$ cat config.mk
export PLATFORM = sky130hd
export DESIGN_NAME = arm_mul_iter_flat
export DESIGN_NICKNAME = d
export VERILOG_FILES = /design/src/rtl/arm_mul_iter_if.sv /design/src/rtl/arm_mul_iter.sv /design/src/flat_wrapper.sv
export SDC_FILE = /design/constraint.sdc
export NUM_CORES = 1
export LEC_CHECK = 0
export CAP_MARGIN = 20
export CORE_MARGIN = 1.5
export CORE_UTILIZATION = 45
export DETAILED_ROUTE_END_ITERATION = 7
export PLACE_DENSITY = 0.65
export SYNTH_ARGS = -nofsm -noshare
export SYNTH_HDL_FRONTEND = slang
export SYNTH_SLANG_ARGS = --single-unit
$ cat constraint.sdc
create_clock -name clk -period 22.6 [get_ports clk]
set_input_delay 6.78 -clock clk [delete_from_list [all_inputs] [get_ports clk]]
set_output_delay 6.78 -clock clk [all_outputs]
set_load 0.05 [all_outputs]
$ cat src/rtl/arm_mul_iter_if.sv
// ---------------------------------------------------------------------------
// arm_mul_iter_if
// Request/response bundle between the execute stage and the iterative
// multiplier.
//   start            request strobe, only honoured while the unit is idle
//   op[2:0]          [0]=accumulate, [1]=long, [2]=signed (long ops only)
//   a, b             multiplicand (Rm) and multiplier (Rs)
//   acc_hi, acc_lo   accumulate value (acc_hi used by long accumulate only)
//   c_in, v_in       current C/V flags, passed through to out_c/out_v
//   busy, done       unit occupied / one-cycle result strobe
//   res_lo, res_hi   result words; wrd_hi marks a long result
//   out_n..out_v     flag results
// master: the requesting pipeline stage. slave: the multiplier.
// ---------------------------------------------------------------------------
interface arm_mul_iter_if #(
  parameter int WIDTH = 32
) ();
  logic             start;
  logic [2:0]       op;
  logic [WIDTH-1:0] a;
  logic [WIDTH-1:0] b;
  logic [WIDTH-1:0] acc_hi;
  logic [WIDTH-1:0] acc_lo;
  logic             c_in;
  logic             v_in;
  logic             busy;
  logic             done;
  logic [WIDTH-1:0] res_lo;
  logic [WIDTH-1:0] res_hi;
  logic             wrd_hi;
  logic             out_n;
  logic             out_z;
  logic             out_c;
  logic             out_v;

  modport master (
    output start, op, a, b, acc_hi, acc_lo, c_in, v_in,
    input  busy, done, res_lo, res_hi, wrd_hi, out_n, out_z, out_c, out_v
  );

  modport slave (
    input  start, op, a, b, acc_hi, acc_lo, c_in, v_in,
    output busy, done, res_lo, res_hi, wrd_hi, out_n, out_z, out_c, out_v
  );
endinterface

$ cat src/rtl/arm_mul_iter.sv
// ---------------------------------------------------------------------------
// arm_mul_iter
// Iterative MUL/MLA/UMULL/UMLAL/SMULL/SMLAL unit for the ARM execute stage.
// Retires RADIX_BITS multiplier bits per CALC cycle, LSB first, with optional
// early termination once the remaining multiplier bits carry no information.
// Ports:
//   clk     clock
//   rst_n   asynchronous active-low reset; aborts any operation in flight
//   mul_if  slave side of arm_mul_iter_if (start/op/operands in, results out)
// Parameters:
//   WIDTH       operand width (long results are 2*WIDTH)
//   RADIX_BITS  multiplier bits per cycle, one of 1/2/4/8 dividing WIDTH
//   EARLY_TERM  1 = stop as soon as the remaining multiplier bits are
//               all copies of the fill bit, 0 = always WIDTH/RADIX_BITS cycles
// ---------------------------------------------------------------------------
module arm_mul_iter #(
  parameter int WIDTH      = 32,
  parameter int RADIX_BITS = 2,
  parameter int EARLY_TERM = 1
) (
  input logic          clk,
  input logic          rst_n,
  arm_mul_iter_if.slave mul_if
);

  localparam int ITER = WIDTH / RADIX_BITS;
  localparam int CW   = $clog2(ITER + 1);
  localparam int W2   = 2 * WIDTH;

  // Elaboration-time guard: an unsupported radix instantiates a module that
  // does not exist, so the build stops instead of producing a wrong multiplier.
  if (!((RADIX_BITS == 1) || (RADIX_BITS == 2) || (RADIX_BITS == 4) ||
        (RADIX_BITS == 8)) || ((WIDTH % RADIX_BITS) != 0)) begin : g_bad_radix
    arm_mul_iter_illegal_radix_bits u_illegal ();
  end

  typedef enum logic [1:0] {
    S_IDLE = 2'd0,
    S_CALC = 2'd1,
    S_DONE = 2'd2
  } state_t;

  // Sum of the shifted multiplicand for every set bit of one radix digit.
  function automatic logic signed [W2-1:0] pp_f(
    input logic signed [W2-1:0]      mc,
    input logic [RADIX_BITS-1:0]     dig
  );
    logic signed [W2-1:0] acc;
    acc = '0;
    for (int i = 0; i < RADIX_BITS; i++) begin
      if (dig[i]) acc = acc + (mc <<< i);
    end
    return acc;
  endfunction

  // Control / output registers (reset)
  state_t           state_q;
  logic [CW-1:0]    cnt_q;
  logic             busy_q;
  logic             done_q;
  logic             long_q;
  logic [WIDTH-1:0] res_lo_q;
  logic [WIDTH-1:0] res_hi_q;
  logic             wrd_hi_q;
  logic             n_q;
  logic             z_q;
  logic             c_q;
  logic             v_q;

  // Datapath registers (no reset: only meaningful between start and DONE)
  logic signed [W2-1:0] mcand_q;
  logic signed [W2-1:0] psum_q;
  logic [WIDTH-1:0]     mplier_q;
  logic                 fill_q;
  logic                 c_lat_q;
  logic                 v_lat_q;

  // Load values sampled with start
  logic signed [W2-1:0] mcand_ld_d;
  logic signed [W2-1:0] psum_ld_d;
  logic                 fill_ld_d;

  // Per-iteration next values
  logic signed [W2-1:0] pp_d;
  logic signed [W2-1:0] sum_d;
  logic signed [W2-1:0] mcand_d;
  logic signed [W2-1:0] final_d;
  logic [WIDTH-1:0]     mplier_d;
  logic                 last_d;
  logic                 start_ok;

  assign start_ok = (state_q == S_IDLE) && mul_if.start;

  always_comb begin
    // Only signed long ops sign-extend the multiplicand; short results are
    // taken mod 2^WIDTH so the extension of a does not matter there.
    mcand_ld_d = (mul_if.op[1] && mul_if.op[2])
                 ? {{WIDTH{mul_if.a[WIDTH-1]}}, mul_if.a}
                 : {{WIDTH{1'b0}}, mul_if.a};
    psum_ld_d = '0;
    if (mul_if.op[0]) begin
      psum_ld_d = mul_if.op[1] ? {mul_if.acc_hi, mul_if.acc_lo}
                               : {{WIDTH{1'b0}}, mul_if.acc_lo};
    end
    // Short ops treat b as signed: the low WIDTH bits of the product are the
    // same either way, and this lets a negative short multiplier terminate early.
    fill_ld_d = (mul_if.op[1] ? mul_if.op[2] : 1'b1) & mul_if.b[WIDTH-1];
  end

  always_comb begin
    pp_d     = pp_f(mcand_q, mplier_q[RADIX_BITS-1:0]);
    sum_d    = psum_q + pp_d;
    mcand_d  = mcand_q <<< RADIX_BITS;
    mplier_d = {{RADIX_BITS{fill_q}}, mplier_q[WIDTH-1:RADIX_BITS]};
    last_d   = (cnt_q == CW'(ITER - 1)) ||
               ((EARLY_TERM != 0) && (mplier_d == {WIDTH{fill_q}}));
    // The unretired multiplier tail is all fill bits. A tail of ones is
    // worth -1 * 2^(k*RADIX_BITS), i.e. subtract the already-shifted
    // multiplicand. This holds for full-length runs too (k*RADIX_BITS=WIDTH).
    final_d  = fill_q ? (sum_d - mcand_d) : sum_d;
  end

  // ---- stage boundary: operand capture / iteration registers ----
  always_ff @(posedge clk) begin
    if (start_ok) begin
      mcand_q  <= mcand_ld_d;
      psum_q   <= psum_ld_d;
      mplier_q <= mul_if.b;
      fill_q   <= fill_ld_d;
      c_lat_q  <= mul_if.c_in;
      v_lat_q  <= mul_if.v_in;
    end else if (state_q == S_CALC) begin
      mcand_q  <= mcand_d;
      psum_q   <= sum_d;
      mplier_q <= mplier_d;
    end
  end

  // ---- stage boundary: FSM and registered outputs ----
  always_ff @(posedge clk or negedge rst_n) begin
    if (!rst_n) begin
      state_q  <= S_IDLE;
      cnt_q    <= '0;
      busy_q   <= 1'b0;
      done_q   <= 1'b0;
      long_q   <= 1'b0;
      res_lo_q <= '0;
      res_hi_q <= '0;
      wrd_hi_q <= 1'b0;
      n_q      <= 1'b0;
      z_q      <= 1'b0;
      c_q      <= 1'b0;
      v_q      <= 1'b0;
    end else begin
      case (state_q)
        S_IDLE: begin
          done_q <= 1'b0;
          if (mul_if.start) begin
            state_q <= S_CALC;
            busy_q  <= 1'b1;
            cnt_q   <= '0;
            long_q  <= mul_if.op[1];
          end
        end
        S_CALC: begin
          cnt_q <= cnt_q + 1'b1;
          if (last_d) begin
            state_q <= S_DONE;
            done_q  <= 1'b1;
            c_q     <= c_lat_q;
            v_q     <= v_lat_q;
            res_lo_q <= final_d[WIDTH-1:0];
            if (long_q) begin
              res_hi_q <= final_d[W2-1:WIDTH];
              wrd_hi_q <= 1'b1;
              n_q      <= final_d[W2-1];
              z_q      <= (final_d == '0);
            end else begin
              res_hi_q <= '0;
              wrd_hi_q <= 1'b0;
              n_q      <= final_d[WIDTH-1];
              z_q      <= (final_d[WIDTH-1:0] == '0);
            end
          end
        end
        S_DONE: begin
          state_q <= S_IDLE;
          done_q  <= 1'b0;
          busy_q  <= 1'b0;
        end
        default: begin
          state_q <= S_IDLE;
          done_q  <= 1'b0;
          busy_q  <= 1'b0;
        end
      endcase
    end
  end

  assign mul_if.busy   = busy_q;
  assign mul_if.done   = done_q;
  assign mul_if.res_lo = res_lo_q;
  assign mul_if.res_hi = res_hi_q;
  assign mul_if.wrd_hi = wrd_hi_q;
  assign mul_if.out_n  = n_q;
  assign mul_if.out_z  = z_q;
  assign mul_if.out_c  = c_q;
  assign mul_if.out_v  = v_q;

endmodule

$ cat src/flat_wrapper.sv
// flat-port wrapper written by rule: the top's interface ports become plain ports
module arm_mul_iter_flat 
#(
  parameter int WIDTH      = 32,
  parameter int RADIX_BITS = 2,
  parameter int EARLY_TERM = 1
)
  (clk, rst_n, mul_if_start, mul_if_op, mul_if_a, mul_if_b, mul_if_acc_hi, mul_if_acc_lo, mul_if_c_in, mul_if_v_in, mul_if_busy, mul_if_done, mul_if_res_lo, mul_if_res_hi, mul_if_wrd_hi, mul_if_out_n, mul_if_out_z, mul_if_out_c, mul_if_out_v);
  arm_mul_iter_if #(.WIDTH(WIDTH)) mul_if_i ();
  input logic clk;
  input logic rst_n;
  input wire logic [$bits(mul_if_i.start)-1:0] mul_if_start;
  input wire logic [$bits(mul_if_i.op)-1:0] mul_if_op;
  input wire logic [$bits(mul_if_i.a)-1:0] mul_if_a;
  input wire logic [$bits(mul_if_i.b)-1:0] mul_if_b;
  input wire logic [$bits(mul_if_i.acc_hi)-1:0] mul_if_acc_hi;
  input wire logic [$bits(mul_if_i.acc_lo)-1:0] mul_if_acc_lo;
  input wire logic [$bits(mul_if_i.c_in)-1:0] mul_if_c_in;
  input wire logic [$bits(mul_if_i.v_in)-1:0] mul_if_v_in;
  output wire logic [$bits(mul_if_i.busy)-1:0] mul_if_busy;
  output wire logic [$bits(mul_if_i.done)-1:0] mul_if_done;
  output wire logic [$bits(mul_if_i.res_lo)-1:0] mul_if_res_lo;
  output wire logic [$bits(mul_if_i.res_hi)-1:0] mul_if_res_hi;
  output wire logic [$bits(mul_if_i.wrd_hi)-1:0] mul_if_wrd_hi;
  output wire logic [$bits(mul_if_i.out_n)-1:0] mul_if_out_n;
  output wire logic [$bits(mul_if_i.out_z)-1:0] mul_if_out_z;
  output wire logic [$bits(mul_if_i.out_c)-1:0] mul_if_out_c;
  output wire logic [$bits(mul_if_i.out_v)-1:0] mul_if_out_v;
  assign mul_if_i.start = mul_if_start;
  assign mul_if_i.op = mul_if_op;
  assign mul_if_i.a = mul_if_a;
  assign mul_if_i.b = mul_if_b;
  assign mul_if_i.acc_hi = mul_if_acc_hi;
  assign mul_if_i.acc_lo = mul_if_acc_lo;
  assign mul_if_i.c_in = mul_if_c_in;
  assign mul_if_i.v_in = mul_if_v_in;
  assign mul_if_busy = mul_if_i.busy;
  assign mul_if_done = mul_if_i.done;
  assign mul_if_res_lo = mul_if_i.res_lo;
  assign mul_if_res_hi = mul_if_i.res_hi;
  assign mul_if_wrd_hi = mul_if_i.wrd_hi;
  assign mul_if_out_n = mul_if_i.out_n;
  assign mul_if_out_z = mul_if_i.out_z;
  assign mul_if_out_c = mul_if_i.out_c;
  assign mul_if_out_v = mul_if_i.out_v;
  arm_mul_iter #(.WIDTH(WIDTH), .RADIX_BITS(RADIX_BITS), .EARLY_TERM(EARLY_TERM)) u_core (.clk(clk), .rst_n(rst_n), .mul_if(mul_if_i));
endmodule
==> flow_metrics.tcl <==
set metrics [dict create \
    timing.fmax_mhz 89.9 \
    drt_iter0_drc 2102 \
    yosys_most_used_dff "edfxtp_1" \
    crit_start "u_core.mplier_q[0]$_DFFE_PP_" \
    crit_end "u_core.mul_if.out_z$_DFFE_PN0P_" \
    finalHoldViolCount 0 \
    drt-wirelength-per-cell_um 22.9 \
    path_max_fanout 76 \
    ys_seq_elements 242 \
    clkTransAtPathRegs_ns 0.07 \
    die_w_um 231 \
    ctsResizeCount 0 \
    drv_slew 0 \
    clock_path_buffers 3 \
    async_reset_ff_share_pct 32.6 \
    place_area_sq_um 25800 \
    antenna_found_initial 1 \
    die_height_um 231 \
    grt_pass1_wl_um 128000 \
    slew_headroom_pct 27.4 \
    yosysSeqAreaShare_pct 29.4 \
    worst_pin_slew_ns 1.09 \
    reg2reg_slack_ns 11.48 \
    layout_common_cells "nand2_1 (430), a21oi_1 (212), o21ai_0 (212)" \
    fin_ws_ns 11.48 \
    worstPathArrival_ns 11.67 \
    row_count 83 \
    hold_buffers 0 \
    nNetsFinal 3268 \
    synthesis.nets 3167 \
    clk_latency_ns 0.62 \
    r2r_end "u_core.mul_if.out_z$_DFFE_PN0P_" \
    grt_setup_unrepaired "false" \
    dieArea_sq_um 53300 \
    final_common_cell "nand2_1" \
    grt_pass1_vias 21600 \
    period_minus_slack_ns 11.12 \
    antenna_left 0 \
    multi_input_area_sq_um 15300 \
    root_buffer "clkbuf_16" \
    areaGrowthSynthToFinish_pct 14.5 \
    fin_crit_sh_pct 49.2 \
    drc_errors 0 \
    post_cts_buffers 0 \
    first_pass_iters 5 \
    tns_ns 0 \
    grtUsageTotal_pct 30.6 \
    ff2ff_path_depth 35 \
    num_antenna_cells 0 \
    gr-total-overflow 0 \
    dr_total_vias 22700 \
    cp-start-kind "register" \
    synth_area_sq_um 23400 \
    viasPerCell 6.21 \
    maxCapViolCount 0 \
    post-place-ws_ns 11.71 \
    grt_max_degree 97 \
    cp_slowest_cell "a31oi_1" \
    setup_viol 0 \
    max_stage_delay_ns 0.73 \
    hold_path.class "reg -> reg" \
    drive_gt1_share_pct 5.60 \
    start_util_pct 45.6 \
    final_area_sq_um 26800 \
    core_region_area_sq_um 51300 \
    worst_ep_required_time_ns 23.15 \
    synth_edf_count 163 \
    numCtsBuffers 31 \
    cts.htree.levels 1 \
    gp_congestion 0.991 \
    fillers 4968 \
    r2r_start "u_core.mplier_q[0]$_DFFE_PP_" \
    io_pins 207 \
    ys_types 107 \
    status "finished, final reports clean" \
    synth.avg_cell_area_sq_um 8.17 \
    yosysWarningCount 0 \
    syn-instance-count 2859 \
    setup.worst_path.class "reg -> reg" \
    dp_hpwl_um 64900 \
    crit_path_end_kind "register" \
    cts_tree "built" \
    wl_um 83800 \
    cts_sinks 242 \
    ff_latch_area_sq_um 6870 \
    fin_worst_skew_ns 0.0218 \
    numPortBuffers 206 \
]
[cells by family after synthesis]
logic type / after synthesis / synth area share, %
flip-flops: 242 / 29.4
XOR/XNOR: 178 / 6.67
AO/OA/AOI/OAI: 934 / 26.8
buffers and inverters: 296 / 5.15
AND/OR/NAND/NOR: 961 / 19.2
multiplexers: 74 / 3.39
adder cells (fa/ha/maj): 174 / 9.39
[critical path: cells and delay by family, from the launching register on]
family	cells	cell delay [ns]
buf+inv	2	0.76
simple gates	11	3.04
compound gates	16	4.93
fa+ha+maj	3	1.12
mux	1	0.30
xor+xnor	2	0.58
flops	1	0.32
[area by class of cell]
type	instances	area share (%)
clock buffers	45	3.21
repair buffers	227	8.36
flip-flops and latches	242	25.7
inverters	137	1.95
well taps	680	3.18
clock inverters	11	0.383
multi-input cells	2321	57.2
[flip-flops by register name, summed over array words and instances, names as in the netlist]
signal                flops
u_core.cnt_q              5
u_core.fill_q             1
u_core.mul_if.out_n       1
u_core.v_lat_q            1
u_core.mplier_q          32
u_core.mul_if.res_hi     32
u_core.mul_if.out_z       1
u_core.mul_if.out_c       1
u_core.mul_if.res_lo     32
u_core.mul_if.done        1
u_core.long_q             1
u_core.mul_if.wrd_hi      1
u_core.c_lat_q            1
u_core.mul_if.out_v       1
u_core.psum_q            64
u_core.state_q            2
u_core.mul_if.busy        1
u_core.mcand_q           64
[synthesized netlist by cell type, drive strengths merged (8+ instances only)]
master | n | share of area (%)
a21oi | 217 | 4.8
nand2 | 432 | 6.9
a41oi | 8 | 0.33
mux2 | 42 | 2.0
inv | 132 | 2.1
ha | 169 | 9.0
o31a | 10 | 0.41
a221o | 8 | 0.34
mux2i | 32 | 1.4
and3 | 22 | 0.59
nand4 | 47 | 1.3
and2 | 19 | 0.51
edfxtp | 163 | 21
o31ai | 14 | 0.45
or2 | 8 | 0.21
nor2 | 183 | 2.9
o211ai | 31 | 1.0
nand2b | 21 | 0.56
a211oi | 26 | 0.88
o41ai | 8 | 0.33
o21ai | 222 | 4.8
o22ai | 13 | 0.35
a211o | 10 | 0.37
a22o | 43 | 1.6
a21o | 129 | 4.2
nor2b | 20 | 0.54
a221oi | 8 | 0.33
buf | 40 | 1.0
nand3 | 74 | 1.6
xor2 | 76 | 2.8
and4 | 8 | 0.30
xnor2 | 102 | 3.8
nor4 | 26 | 0.76
nand3b | 12 | 0.46
a21boi | 13 | 0.42
nor3 | 48 | 1.1
clkbuf | 119 | 1.9
a31o | 8 | 0.30
or3 | 10 | 0.31
a31oi | 31 | 0.86
o21a | 27 | 0.87
dfrtp | 79 | 8.5
o21bai | 29 | 0.93
[worst min path at each step]
stage | start | endpoint | slack, ns | depth (start not counted)
6_report | u_core.v_lat_q$_DFFE_PP_ | u_core.mul_if.out_v$_DFFE_PN0P_ | 0.43 | 2
3_5_place_dp | u_core.v_lat_q$_DFFE_PP_ | u_core.mul_if.out_v$_DFFE_PN0P_ | 0.43 | 2
2_1_floorplan | u_core.c_lat_q$_DFFE_PP_ | u_core.mul_if.out_c$_DFFE_PN0P_ | 0.41 | 2
3_3_place_gp | u_core.v_lat_q$_DFFE_PP_ | u_core.mul_if.out_v$_DFFE_PN0P_ | 0.43 | 2
4_1_cts | u_core.v_lat_q$_DFFE_PP_ | u_core.mul_if.out_v$_DFFE_PN0P_ | 0.44 | 2
5_1_grt | u_core.v_lat_q$_DFFE_PP_ | u_core.mul_if.out_v$_DFFE_PN0P_ | 0.46 | 2
[through the flow]
step | utilization (%) | instances | hold slack, ns
floorplan | - | 2859 | 0.415
global placement | 50.2 | 3606 | 0.425
detailed placement | 50.2 | 3606 | 0.433
CTS | 52.1 | 3662 | 0.436
global route | 52.2 | 3663 | 0.463
finish | 52.2 | 3663 | 0.432
[per-layer routing]
metal,GRT usage [%],wire length (um),up-vias
met1,44.7,39500,11000
met3,4.20,5560,112
met5,0,0,-
met2,47.5,36500,863
met4,7.76,2270,0
li1,-,-,10700
Power is not shown: default switching activity piles up to over one toggle a cycle in this logic, so the estimate is an artifact.
